==> src/rtl/pwm_demodulator.sv <==
// Recovers duty samples from a PWM line, flags period errors and stuck lines; sample_valid 3 clk after pwm rise.
// Strobe-only output with no backpressure; en=0 or rst discards any partial period.
module pwm_demodulator #(
  parameter int PWM_STEPS = 256,
  parameter int TOL       = 2,
  parameter int SW        = $clog2(PWM_STEPS + 1),
  parameter int CW        = $clog2(2 * PWM_STEPS + 1)
) (
  input  logic          i_clk,
  input  logic          i_rst,
  input  logic          i_en,
  input  logic          i_pwm,
  output logic [SW-1:0] o_sample,
  output logic          o_sample_valid,
  output logic          o_period_err,
  output logic          o_stuck,
  output logic          o_locked
);

  typedef enum logic [1:0] {
    S_IDLE,
    S_MEASURE,
    S_STUCK
  } state_t;

  localparam logic [CW-1:0] L_MAX   = CW'(2 * PWM_STEPS);
  localparam logic [CW-1:0] L_STEPS = CW'(PWM_STEPS);
  localparam logic [CW-1:0] L_ONE   = CW'(1);
  localparam logic [CW:0]   L_HI    = (CW + 1)'(PWM_STEPS + TOL);
  localparam logic [CW:0]   L_LO    = (CW + 1)'(PWM_STEPS - TOL);
  localparam logic [SW-1:0] L_FULL  = SW'(PWM_STEPS);

  state_t        r_state;
  logic          r_sync1;
  logic          r_pwm_s;
  logic          r_pwm_d;
  logic [CW-1:0] r_per_cnt;
  logic [CW-1:0] r_hi_cnt;
  logic [SW-1:0] r_sample;
  logic          r_valid;
  logic          r_perr;
  logic          r_stuck;
  logic          r_locked;

  state_t        w_state_nx;
  logic [CW-1:0] w_per_nx;
  logic [CW-1:0] w_hi_nx;
  logic [SW-1:0] w_sample_nx;
  logic          w_valid_nx;
  logic          w_perr_nx;
  logic          w_stuck_nx;
  logic          w_locked_nx;
  logic          w_rise;
  logic [CW-1:0] w_per_inc;
  logic [CW-1:0] w_hi_inc;
  logic          w_per_bad;
  logic [SW-1:0] w_duty;

  assign w_rise    = r_pwm_s & ~r_pwm_d;
  assign w_per_inc = (r_per_cnt == L_MAX) ? L_MAX : r_per_cnt + 1'b1;
  assign w_hi_inc  = ((r_hi_cnt == L_MAX) || !r_pwm_s) ? r_hi_cnt : r_hi_cnt + 1'b1;
  assign w_per_bad = ({1'b0, r_per_cnt} > L_HI) || ({1'b0, r_per_cnt} < L_LO);
  // A glitchy long period can count more high cycles than a full period holds.
  assign w_duty    = (r_hi_cnt > L_STEPS) ? L_FULL : r_hi_cnt[SW-1:0];

  always_comb begin
    w_state_nx  = r_state;
    w_per_nx    = w_per_inc;
    w_hi_nx     = w_hi_inc;
    w_sample_nx = r_sample;
    w_valid_nx  = 1'b0;
    w_perr_nx   = r_perr;
    w_stuck_nx  = r_stuck;
    w_locked_nx = r_locked;
    case (r_state)
      S_IDLE: begin
        w_hi_nx = '0;
        if (w_rise) begin
          w_state_nx = S_MEASURE;
          w_per_nx   = L_ONE;
          w_hi_nx    = L_ONE;
        end else if (r_per_cnt == L_MAX) begin
          w_state_nx  = S_STUCK;
          w_per_nx    = L_ONE;
          w_stuck_nx  = 1'b1;
          w_locked_nx = 1'b0;
        end
      end
      S_MEASURE: begin
        if (w_rise) begin
          w_sample_nx = w_duty;
          w_valid_nx  = 1'b1;
          w_perr_nx   = w_per_bad;
          w_locked_nx = ~w_per_bad;
          w_per_nx    = L_ONE;
          w_hi_nx     = L_ONE;
        end else if (r_per_cnt == L_MAX) begin
          w_state_nx  = S_STUCK;
          w_per_nx    = L_ONE;
          w_stuck_nx  = 1'b1;
          w_locked_nx = 1'b0;
        end
      end
      S_STUCK: begin
        w_hi_nx = r_hi_cnt;
        // A rise on the wrap cycle takes priority; that partial period is dropped.
        if (w_rise) begin
          w_state_nx = S_MEASURE;
          w_per_nx   = L_ONE;
          w_hi_nx    = L_ONE;
          w_stuck_nx = 1'b0;
        end else if (r_per_cnt == L_STEPS) begin
          w_per_nx    = L_ONE;
          w_valid_nx  = 1'b1;
          w_sample_nx = r_pwm_s ? L_FULL : '0;
          w_perr_nx   = 1'b1;
        end
      end
      default: begin
        w_state_nx = S_IDLE;
        w_per_nx   = '0;
        w_hi_nx    = '0;
      end
    endcase
  end

  always_ff @(posedge i_clk) begin
    if (i_rst || !i_en) begin
      r_state   <= S_IDLE;
      r_sync1   <= 1'b0;
      r_pwm_s   <= 1'b0;
      r_pwm_d   <= 1'b0;
      r_per_cnt <= '0;
      r_hi_cnt  <= '0;
      r_sample  <= '0;
      r_valid   <= 1'b0;
      r_perr    <= 1'b0;
      r_stuck   <= 1'b0;
      r_locked  <= 1'b0;
    end else begin
      r_state   <= w_state_nx;
      r_sync1   <= i_pwm;
      r_pwm_s   <= r_sync1;
      r_pwm_d   <= r_pwm_s;
      r_per_cnt <= w_per_nx;
      r_hi_cnt  <= w_hi_nx;
      r_sample  <= w_sample_nx;
      r_valid   <= w_valid_nx;
      r_perr    <= w_perr_nx;
      r_stuck   <= w_stuck_nx;
      r_locked  <= w_locked_nx;
    end
  end

  assign o_sample       = r_sample;
  assign o_sample_valid = r_valid;
  assign o_period_err   = r_perr;
  assign o_stuck        = r_stuck;
  assign o_locked       = r_locked;

endmodule
==> config.mk <==
export PLATFORM = sky130hd
export DESIGN_NAME = pwm_demodulator
export DESIGN_NICKNAME = d
export VERILOG_FILES = /design/src/rtl/pwm_demodulator.sv
export SDC_FILE = /design/constraint.sdc
export NUM_CORES = 1
export LEC_CHECK = 0
export CORE_MARGIN = 2
export CORE_UTILIZATION = 50
export CTS_BUF_LIST = sky130_fd_sc_hd__clkbuf_2
export DETAILED_ROUTE_END_ITERATION = 12
export GPL_ROUTABILITY_DRIVEN = 0
export PLACE_DENSITY = 0.68
export SYNTH_ARGS = -nofsm -noshare
export SYNTH_HDL_FRONTEND = slang
export SYNTH_SLANG_ARGS = --single-unit
==> constraint.sdc <==
create_clock -name i_clk -period 2.1 [get_ports i_clk]
set_input_delay 0.42 -clock i_clk [delete_from_list [all_inputs] [get_ports i_clk]]
set_output_delay 0.42 -clock i_clk [all_outputs]
set_load 0.05 [all_outputs]
== Word level (Yosys, flattened, before mapping) ==
Cells that the tools add are included.

* Latch bits: 0
* ROM bits: 0
* Bits in registers: 38
* Output and inout bits: 13
* Memory bits (writable): 0
* Memories kept: 0
* Logic and storage cells: 86

* $lt $le $gt $ge: 3
* Mux-type cells: 38
* Div/mod/pow operators: 0
* Reduce and logical (&&, ||, !) cells: 15
* Bitwise operators: 3
* Shifts and indexed selects: 0
* $add $sub $neg: 2
* Equality and inequality tests: 14
* $mul: 0

{| class="wikitable"
|+ Operator list
! operator !! number
|-
| $mux 10 || 8
|-
| $mux 9 || 5
|-
| $pmux 10 s3 || 1
|-
| $add 10x1->10 const B || 2
|-
| $eq 10x10->1 const B || 2
|-
| $gt 10x9->1 const B || 2
|-
| $pmux 10 s2 || 1
|-
| $pmux 9 s2 || 1
|-
| $ne 2x2->1 const B || 7
|-
| $mux 1 || 13
|-
| $eq 10x9->1 const B || 1
|-
| $lt 10x8->1 const B || 1
|-
| $mux 2 || 4
|-
| $pmux 1 s2 || 4
|-
| $reduce_and 4->1 || 2
|-
| $pmux 2 s3 || 1
|-
| $reduce_and 2->1 || 3
|-
| $reduce_bool 2->1 || 3
|-
| $logic_or 1x1->1 || 3
|-
| $ne 3x3->1 const B || 1
|-
| $eq 2x1->1 const B || 1
|-
| $eq 2x2->1 const B || 1
|-
| $logic_not 1->1 || 2
|-
| $logic_not 2->1 || 1
|-
| other kinds (4) || 5
|}

== Logic depth before layout (Yosys ltp) ==
Gate-level depths: netlist of the first run.

* Depth after elaboration: 5
* Gate-level depth with buffers: 8
* Gate-level depth less buffers: 6

== Worst setup path after synthesis of the first run ==
Ideal clock, no wire load.

* Path kind: register to register
* From: reg r_state[0]
* To: reg r_hi_cnt[9]
* Arrival time: 1.689 ns
* Path slack: 0.349 ns
* Library setup time: 0.062 ns
* Stages on the path, launching flop included: 8
* Period minus slack after synthesis: 1.751 ns
* Cell sequence: dfxtp_1 -> inv_1 -> ha_1 -> buf_6 -> a21bo_2 -> nor3_4 -> or4b_1 -> nand3_1

* Longest elaborated chain between the ends: 3
* Elaborated cells on any way between the ends: 7
* Those cells by class: eq/ne: 4; mux: 1; reduce/logical: 2

{| class="wikitable"
|+ Ends and longest elaborated chain
! item !! line !! RTL
|-
| from (decl) || 33 || <nowiki>state_t r_state;</nowiki>
|-
| from (signal assigned) || 141 || <nowiki>r_state <= w_state_nx;</nowiki>
|-
| $eq 2x1->1 or $eq 2x2->1 (tied branches) || 75 || <nowiki>case (r_state)</nowiki>
|-
| $ne 3x3->1 (no line) or $ne 2x2->1 (tied branches) || -- ||
|-
| $reduce_and 2->1 (no line) || -- ||
|-
| to (signal assigned) || 146 || <nowiki>r_hi_cnt <= w_hi_nx;</nowiki>
|-
| to (decl) || 38 || <nowiki>logic [CW-1:0] r_hi_cnt;</nowiki>
|}

Parallel ways exist; a longest one is shown, timed or not.
A chain may end at the register's enable or synchronous reset.

== Worst setup path in the final report of the first run ==
* From: reg r_sample[6], in the netlist o_sample[6]
* To: out o_sample[6]

{| class="wikitable"
|+ RTL lines
! item !! line !! RTL
|-
| from (decl) || 39 || <nowiki>logic [SW-1:0] r_sample;</nowiki>
|-
| from (signal assigned) || 147 || <nowiki>r_sample <= w_sample_nx;</nowiki>
|-
| to (decl) || 13 || <nowiki>output logic [SW-1:0] o_sample,</nowiki>
|}

No word-level cell between the ends.

==> reports/summary.md, run 1 <==
The run finished with clean final reports. The data arrival time at the worst-slack endpoint came out at 1590 ps. In this run the critical register-to-register path is launched from r_state[0].

The floorplan die height came out at 70.25 um. The filler cells instantiated in the layout total 381. The first global-routing pass estimated 8556 um of wire. The startpoint of the most critical setup path was o_sample[6].

The run gives 1680 ps as the data required time at the worst endpoint. TritonCTS built the clock tree. The number of antenna violations at the first check in global routing is 0, and the deepest clock path buffer count is 2. The tools report the number of DRC violations after detailed routing as 0. For this run, the number of Yosys warnings is 0.

The remaining max-slew budget at the tightest pin was 0.5798. Between clock sinks in the finished design, the worst skew comes to 15.53 ps. The tools report the largest net degree at the start of global routing as 32. The worst path needs 2008 ps of the cycle, external delays included. The tools report the endpoint type of the worst setup path as a primary output. Synthesis produced 248 cells. Port buffering added 16 buffers. Startpoint of the lowest-slack hold path: o_sample[8]. The run gives 24 as the number of placement rows. Walking the worst path, the cells encountered are clkdlybuf4s50_1. The first detailed-routing pass took 4 iterations. The peak supply drop came out at 0.2347 mV. The count of different cell masters after synthesis is 60, and the power per unit of standard cell area is 451.2 nW/um^2. The number of clock buffers added by TritonCTS is 5.

By startpoint and endpoint, the worst setup path is classified as flop to primary output. The share of flip-flops with an asynchronous set or reset works out to 0. For the pin with the worst max-slew slack, the measured transition is 629.3 ps.

Across all layers, the routed design uses 1890 vias. On the critical path the largest part of the delay comes from buffers and inverters. The number of global-route vias before repair was 1828; the placeable core region was 4294 um^2. STA classifies the critical path startpoint as a flop.

The most common library cell in the layout ignoring fill and taps is dfxtp_1. The endpoint identified for the worst register-to-register timing path is r_hi_cnt[2]. Counting cells, the worst reg-to-reg path comes to 6. The tools report the static leakage as 0.9152 nW. From synthesis to final layout, the design area changed by 13.11%. The tree is rooted in a clkbuf_2.

The count of flip-flops with a built-in enable after synthesis is 0, and the total die area is 4935 um^2. Setup repair after global routing left no endpoint under its margin. The mapped netlist covers 2195 um^2. Setup violations remaining at the end of the flow were counted as 0. The final period utilization works out to 0.9561.

Clock tree synthesis found a total of 38 sinks. The library cells used most frequently in the layout, excluding fill and tap cells, are dfxtp_1, nand2_1, nand3_1, clkdlybuf4s50_1, nor2_1. Number of synthesized register bits: 38.

The clock tree synthesis step divided the H-tree into 2 levels. Initial standard-cell utilization of the core: 0.5111. Max-slew violation count: 0. Across the run, the number of max-cap violations was 0. The accumulated negative setup slack is 0 ps, and the largest fanout on the critical path is 2.

Detailed placement finished with a half-perimeter wire length of 3442 um. The combined buffer and inverter count along the critical path works out to 1. In this run, post-CTS repair resized a total of 0 instances. In this run the worst hold path is classified as flop to flop. The share of final-layout standard cells stronger than drive strength 1 came out at 0.1222. After synthesis, the mean cell area works out to 8.849 um^2. In this run the remaining antenna-violating nets after routing total 0. For the number of hold buffers added after CTS, the log shows 0.

OpenSTA, run right after detailed placement, puts the worst setup slack at 141.5 ps. The repair_antennas step left the layout with diodes totalling 0. The top achievable clock speed was 498.1 MHz; the width of the die was 70.25 um. For this design the top-level I/O count stands at 17. The path with the worst hold slack has its endpoint at o_sample[8]. The run gives 0.2129 as the overall fraction of global-route tracks in use.

The via density per instance was 5.870; the number of nets in the synthesized netlist was 261. The overall overflow remaining after global route was 0. On the critical path, the stage with the largest delay is an instance of clkdlybuf4s50_1. The worst hold path was traced through 2 stages. Once the clock tree was built, the setup fixing pass inserted 0 buffers.

Across all register-to-register paths, the minimum setup slack is 170 ps. The total wire length after detailed routing was 4800 um; the clock transition at the registers of the reported paths was 180 ps. The logs give 0.3466 for the share of synthesized area occupied by flip-flops and latches and 400 ps for the clock latency on the worst-skew pair. Setup slack closes at 92.25 ps. The final layout contains 282 nets. The top flip-flop cell by instance count after synthesis was dfxtp_1.

The starting DRC count in detailed routing was 138. The maximum single-stage delay on the critical path is 820 ps. The average wire per standard cell was 14.91 um. The run gives 0 as the final hold violation count.
==> layout make-up <==
| class | count | area (um^2) | area share |
|---|---|---|---|
| Clock inverter | 2 | 8.758 | 0.003528 |
| Tap cell | 52 | 65.06 | 0.02621 |
| Timing Repair Buffer | 26 | 247.7 | 0.09980 |
| Inverter | 11 | 41.29 | 0.01663 |
| Clock buffer | 6 | 30.03 | 0.01210 |
| Sequential cell | 38 | 760.7 | 0.3065 |
| Multi-Input combinational cell | 187 | 1329 | 0.5353 |
==> registers in the layout, indices dropped and copies added (netlist names), 2 cells and up <==
name and cells:
r_per_cnt 10, r_hi_cnt 10, o_sample 9, r_state 2
==> Yosys cell counts (all sizes together) (3+ instances only) <==
cell type   n  share of area
dfxtp      38           0.35
nand2      20          0.034
nand3      17          0.039
nor2       15          0.027
a21oi      14          0.035
nand4      13          0.037
inv        11          0.019
mux2i      11          0.050
ha          9          0.051
nor3        9          0.026
and3        8          0.025
buf         7          0.022
nor2b       6          0.017
xor2        6          0.024
clkbuf      5         0.0086
nand2b      5          0.015
and2        4          0.011
a211o       3          0.012
a31oi       3         0.0086
nor4        3          0.015
o22ai       3         0.0086
==> through the flow <==
step	power, W	instances	cell area, um^2	hold WS [ps]	util
floorplan	0.0007854	248	2195	405.7	-
global placement	0.0008088	314	2444	423.7	0.5691
detailed placement	0.0008093	314	2444	436.1	0.5691
CTS	0.001131	322	2482	475.9	0.5781
global route	0.001159	322	2482	496.2	0.5781
finish	0.001120	322	2482	467.8	0.5781
==> per-layer routing <==
metal  wire length, um  up-vias  GRT usage  share of wire
met5                 0        -          0              0
met4                64        0    0.07051          0.013
met3               301        8    0.06349          0.063
met2              1992       55     0.3050           0.42
met1              2441      865     0.3047           0.51
li1                  -      962          -              -
==> how the worst max path moves through the flow <==
stage,endpoint,slack (ps),cells after the start
finish,o_sample[6],90,1
global route,o_locked,30,1
CTS,o_sample[6],60,1
detailed placement,r_per_cnt[2],140,5
global placement,r_hi_cnt[9],180,5
floorplan,r_hi_cnt[9],350,7
==> report_power, final <==
| part | leakage (nW) | switching [W] | total [W] | internal [W] |
|---|---|---|---|---|
| logic | 0.578 | 0.0000380 | 0.0000647 | 0.0000267 |
| clock network | 0.0304 | 0.000243 | 0.000325 | 0.0000819 |
| registers | 0.306 | 0.00000437 | 0.000730 | 0.000726 |
==> tightest hold or removal path: stages (launching register included) <==
cell	delay, ps
dfxtp_1	350
nand2_1	50
mux2i_1	50
==> cell families (layout without fill, tap and decap cells) <==
kind of cell / Yosys count / in the layout / share of synthesized area
xor+xnor: 8 / 8 / 0.03193
buf+inv: 23 / 45 / 0.04903
mux: 11 / 11 / 0.05017
simple gates: 113 / 113 / 0.3033
fa+ha+maj: 9 / 9 / 0.05131
flops: 38 / 38 / 0.3466
compound gates: 46 / 46 / 0.1676
Power figures use the tool's default switching activity.
==> run 2, diff against run 1 <==
--- a/config.mk
+++ b/config.mk
@@ -5,12 +5,13 @@
 export SDC_FILE = /design/constraint.sdc
 export NUM_CORES = 1
 export LEC_CHECK = 0
-export CORE_MARGIN = 2
 export CORE_UTILIZATION = 50
 export CTS_BUF_LIST = sky130_fd_sc_hd__clkbuf_2
 export DETAILED_ROUTE_END_ITERATION = 12
 export GPL_ROUTABILITY_DRIVEN = 0
+export HOLD_SLACK_MARGIN = 0.1
 export PLACE_DENSITY = 0.68
+export SKIP_CTS_REPAIR_TIMING = 1
 export SYNTH_ARGS = -nofsm -noshare
 export SYNTH_HDL_FRONTEND = slang
 export SYNTH_SLANG_ARGS = --single-unit
==> run 2 against run 1 <==
Compared with the run above:
- sequential share of layout area decreased by 0.31 points
- clock skew rose by 1.4 ps
- first-iteration DRC count decreased by 23%
- sequential power about the same
- hold slack worse by 15 ps
- die area decreased by 5.6%
==> reports/summary.md, run 2 (synthesized netlist as in run 1, its figures left out) <==
The overall fraction of global-route tracks in use came out at 0.2339 (was 0.2129). The remaining max-slew budget at the tightest pin is 0.5785 (was 0.5798), and the first-pass iteration count of the detailed router is 4 (unchanged). The signed area change from the synthesized netlist to the final layout was 14.25% (was 13.11%); the count of max-cap constraint violations was 0 (unchanged). The data required time at the worst endpoint is 1680 ps (about the same).

The static leakage is 0.9490 nW (was 0.9152 nW), and the post-placement worst setup slack is 154.1 ps (was 141.5 ps). The global-route wire length before repair came out at 7997 um (was 8556 um). The run gives 1331 um^2 (was 1329 um^2) as the footprint of the multi-input gates.

For the total power consumption of the routed design, the log shows 0.001123 W (was 0.001120 W). The number of fillers in the final layout came out at 372 (was 381). The number of global-route vias before repair is 1662 (was 1828). Critical-path cell with the highest stage delay: clkdlybuf4s50_1 (unchanged). The tools report the number of I/O pins as 17 (unchanged). The clock transition at the registers of the reported paths is 200 ps (was 180 ps).

The deepest clock path buffer count is 2 (unchanged). The antenna diode count was 0 (unchanged); the average wire per standard cell was 14.92 um (was 14.91 um). Floorplan die height: 68.25 um (was 70.25 um). For the placeable core region, the log shows 4115 um^2 (was 4294 um^2). The max-slew violation count was 0 (unchanged); the width of the die was 68.25 um (was 70.25 um). The final critical delay including setup and external delays is 1995 ps (was 2008 ps), and the via total after detailed routing is 1918 (was 1890). Count of nets after finishing: 285 (was 282).

Starting DRC count in detailed routing: 106 (was 138). The final period utilization was 0.9498 (was 0.9561). The combined buffer and inverter count along the critical path is 1 (unchanged). Clock tree root driver cell: clkbuf_2 (unchanged). Ordered cell list for the critical path: clkdlybuf4s50_1 (unchanged). The total wire length after detailed routing was 4818 um (was 4800 um). Setup repair after global routing left no endpoint under its margin.

Endpoint type of the worst setup path: a primary output (unchanged). The number of DRC violations after detailed routing was 0 (unchanged). The TritonCTS buffer count is 5 (unchanged). The overall overflow remaining after global route is 0 (unchanged).

Initial standard-cell utilization of the core: 0.5333 (was 0.5111). The top achievable clock speed came out at 501.4 MHz (was 498.1 MHz). The via density per instance is 5.938 (was 5.870), and the final core utilization is 0.6093 (was 0.5781). Commonest non-fill, non-tap cells in the layout: dfxtp_1, nand2_1, nand3_1, clkdlybuf4s50_1, nor2_1 (unchanged). For the depth of the CTS H-tree, the log shows 2 (unchanged). The run gives 32 (unchanged) as the largest net degree at the start of global routing. TritonCTS built the clock tree.

Type of the worst setup path: flop to primary output (unchanged). The worst setup skew after layout was 16.95 ps (was 15.53 ps); the maximum single-stage delay on the critical path was 800 ps (was 820 ps). The kind of cell adding the most delay to the critical path was buffers and inverters (unchanged). The run gives 0 (unchanged) as the final hold violation count. The logs give 0.2529 mV (was 0.2347 mV) for the peak supply drop and 323 (was 322) for the count of non-filler cells in the finished layout. For the remaining number of nets flagged by the antenna check after routing, the log shows 0 (unchanged). The clock latency on the worst-skew pair was 390 ps (was 400 ps); the total of buffers placed on input and output ports was 16 (unchanged). The tools report the cell total after placement as 315 (was 314). The worst setup margin came out at 105.5 ps (was 92.25 ps).

The tools report the number of antenna violations at the first check in global routing as 0 (unchanged). The power per unit of standard cell area is 447.8 nW/um^2 (was 451.2 nW/um^2). The logs give 3474 um (was 3442 um) for the HPWL after detailed placement and 760.7 um^2 (unchanged) for the sequential cell area.

The tools report the accumulated negative setup slack as 0 ps (unchanged). Data arrival time at the worst-slack endpoint: 1570 ps (was 1590 ps). The class of the worst hold path is flop to flop (unchanged).

The final number of setup-violating endpoints is 0 (unchanged), and the share of final-layout standard cells stronger than drive strength 1 is 0.1355 (was 0.1222). The transition time at the pin with the least slew margin was 631.2 ps (was 629.3 ps). The run finished with clean final reports.

The most common library cell in the layout ignoring fill and taps is dfxtp_1 (unchanged). The clock sink total is 38 (unchanged), and the largest fanout on the critical path is 2 (unchanged). The type of origin of the critical path is a flop (unchanged). The total die area came out at 4658 um^2 (was 4935 um^2).

The run gives 23 (was 24) as the number of placement rows.
-- run 2: layout make-up --
cell class / instances / area share
Clock buffer: 6 / 0.01198
Clock inverter: 2 / 0.003493
Inverter: 11 / 0.01647
Multi-Input combinational cell: 187 / 0.5309
Sequential cell: 38 / 0.3034
Tap cell: 50 / 0.02495
Timing Repair Buffer: 29 / 0.1088
-- run 2: power by group --
| part | total [W] | internal (W) | switching [W] |
|---|---|---|---|
| Sequential | 0.000730 | 0.000726 | 0.00000432 |
| Combinational | 0.0000656 | 0.0000275 | 0.0000381 |
| Clock | 0.000327 | 0.0000820 | 0.000245 |
| Total | 0.00112 | 0.000835 | 0.000287 |
-- run 2: path summary, 6_finish.rpt --
check              start           end  slack (ps)  cells past startpoint
max          o_sample[2]   o_sample[2]         110                      1
min reg2reg      r_sync1       r_pwm_s         450                      1
min              r_sync1       r_pwm_s         450                      1
max reg2reg   r_state[1]  r_per_cnt[2]         230                      7
-- run 2: metal layers --
metal	track usage	vias up	routed length, um	share of wire
met5	0	-	0	0
met4	0.06771	0	59	0.012
met3	0.06000	5	306	0.064
met2	0.3407	68	2080	0.43
met1	0.3337	879	2371	0.49
li1	-	966	-	-
-- run 2: through the flow --
step	cell area, um^2	hold slack [ps]
after floorplan	2195	405.7
after global placement	2464	410.0
after detailed placement	2464	418.8
after CTS	2502	458.4
after global routing	2507	477.6
final	2507	452.5
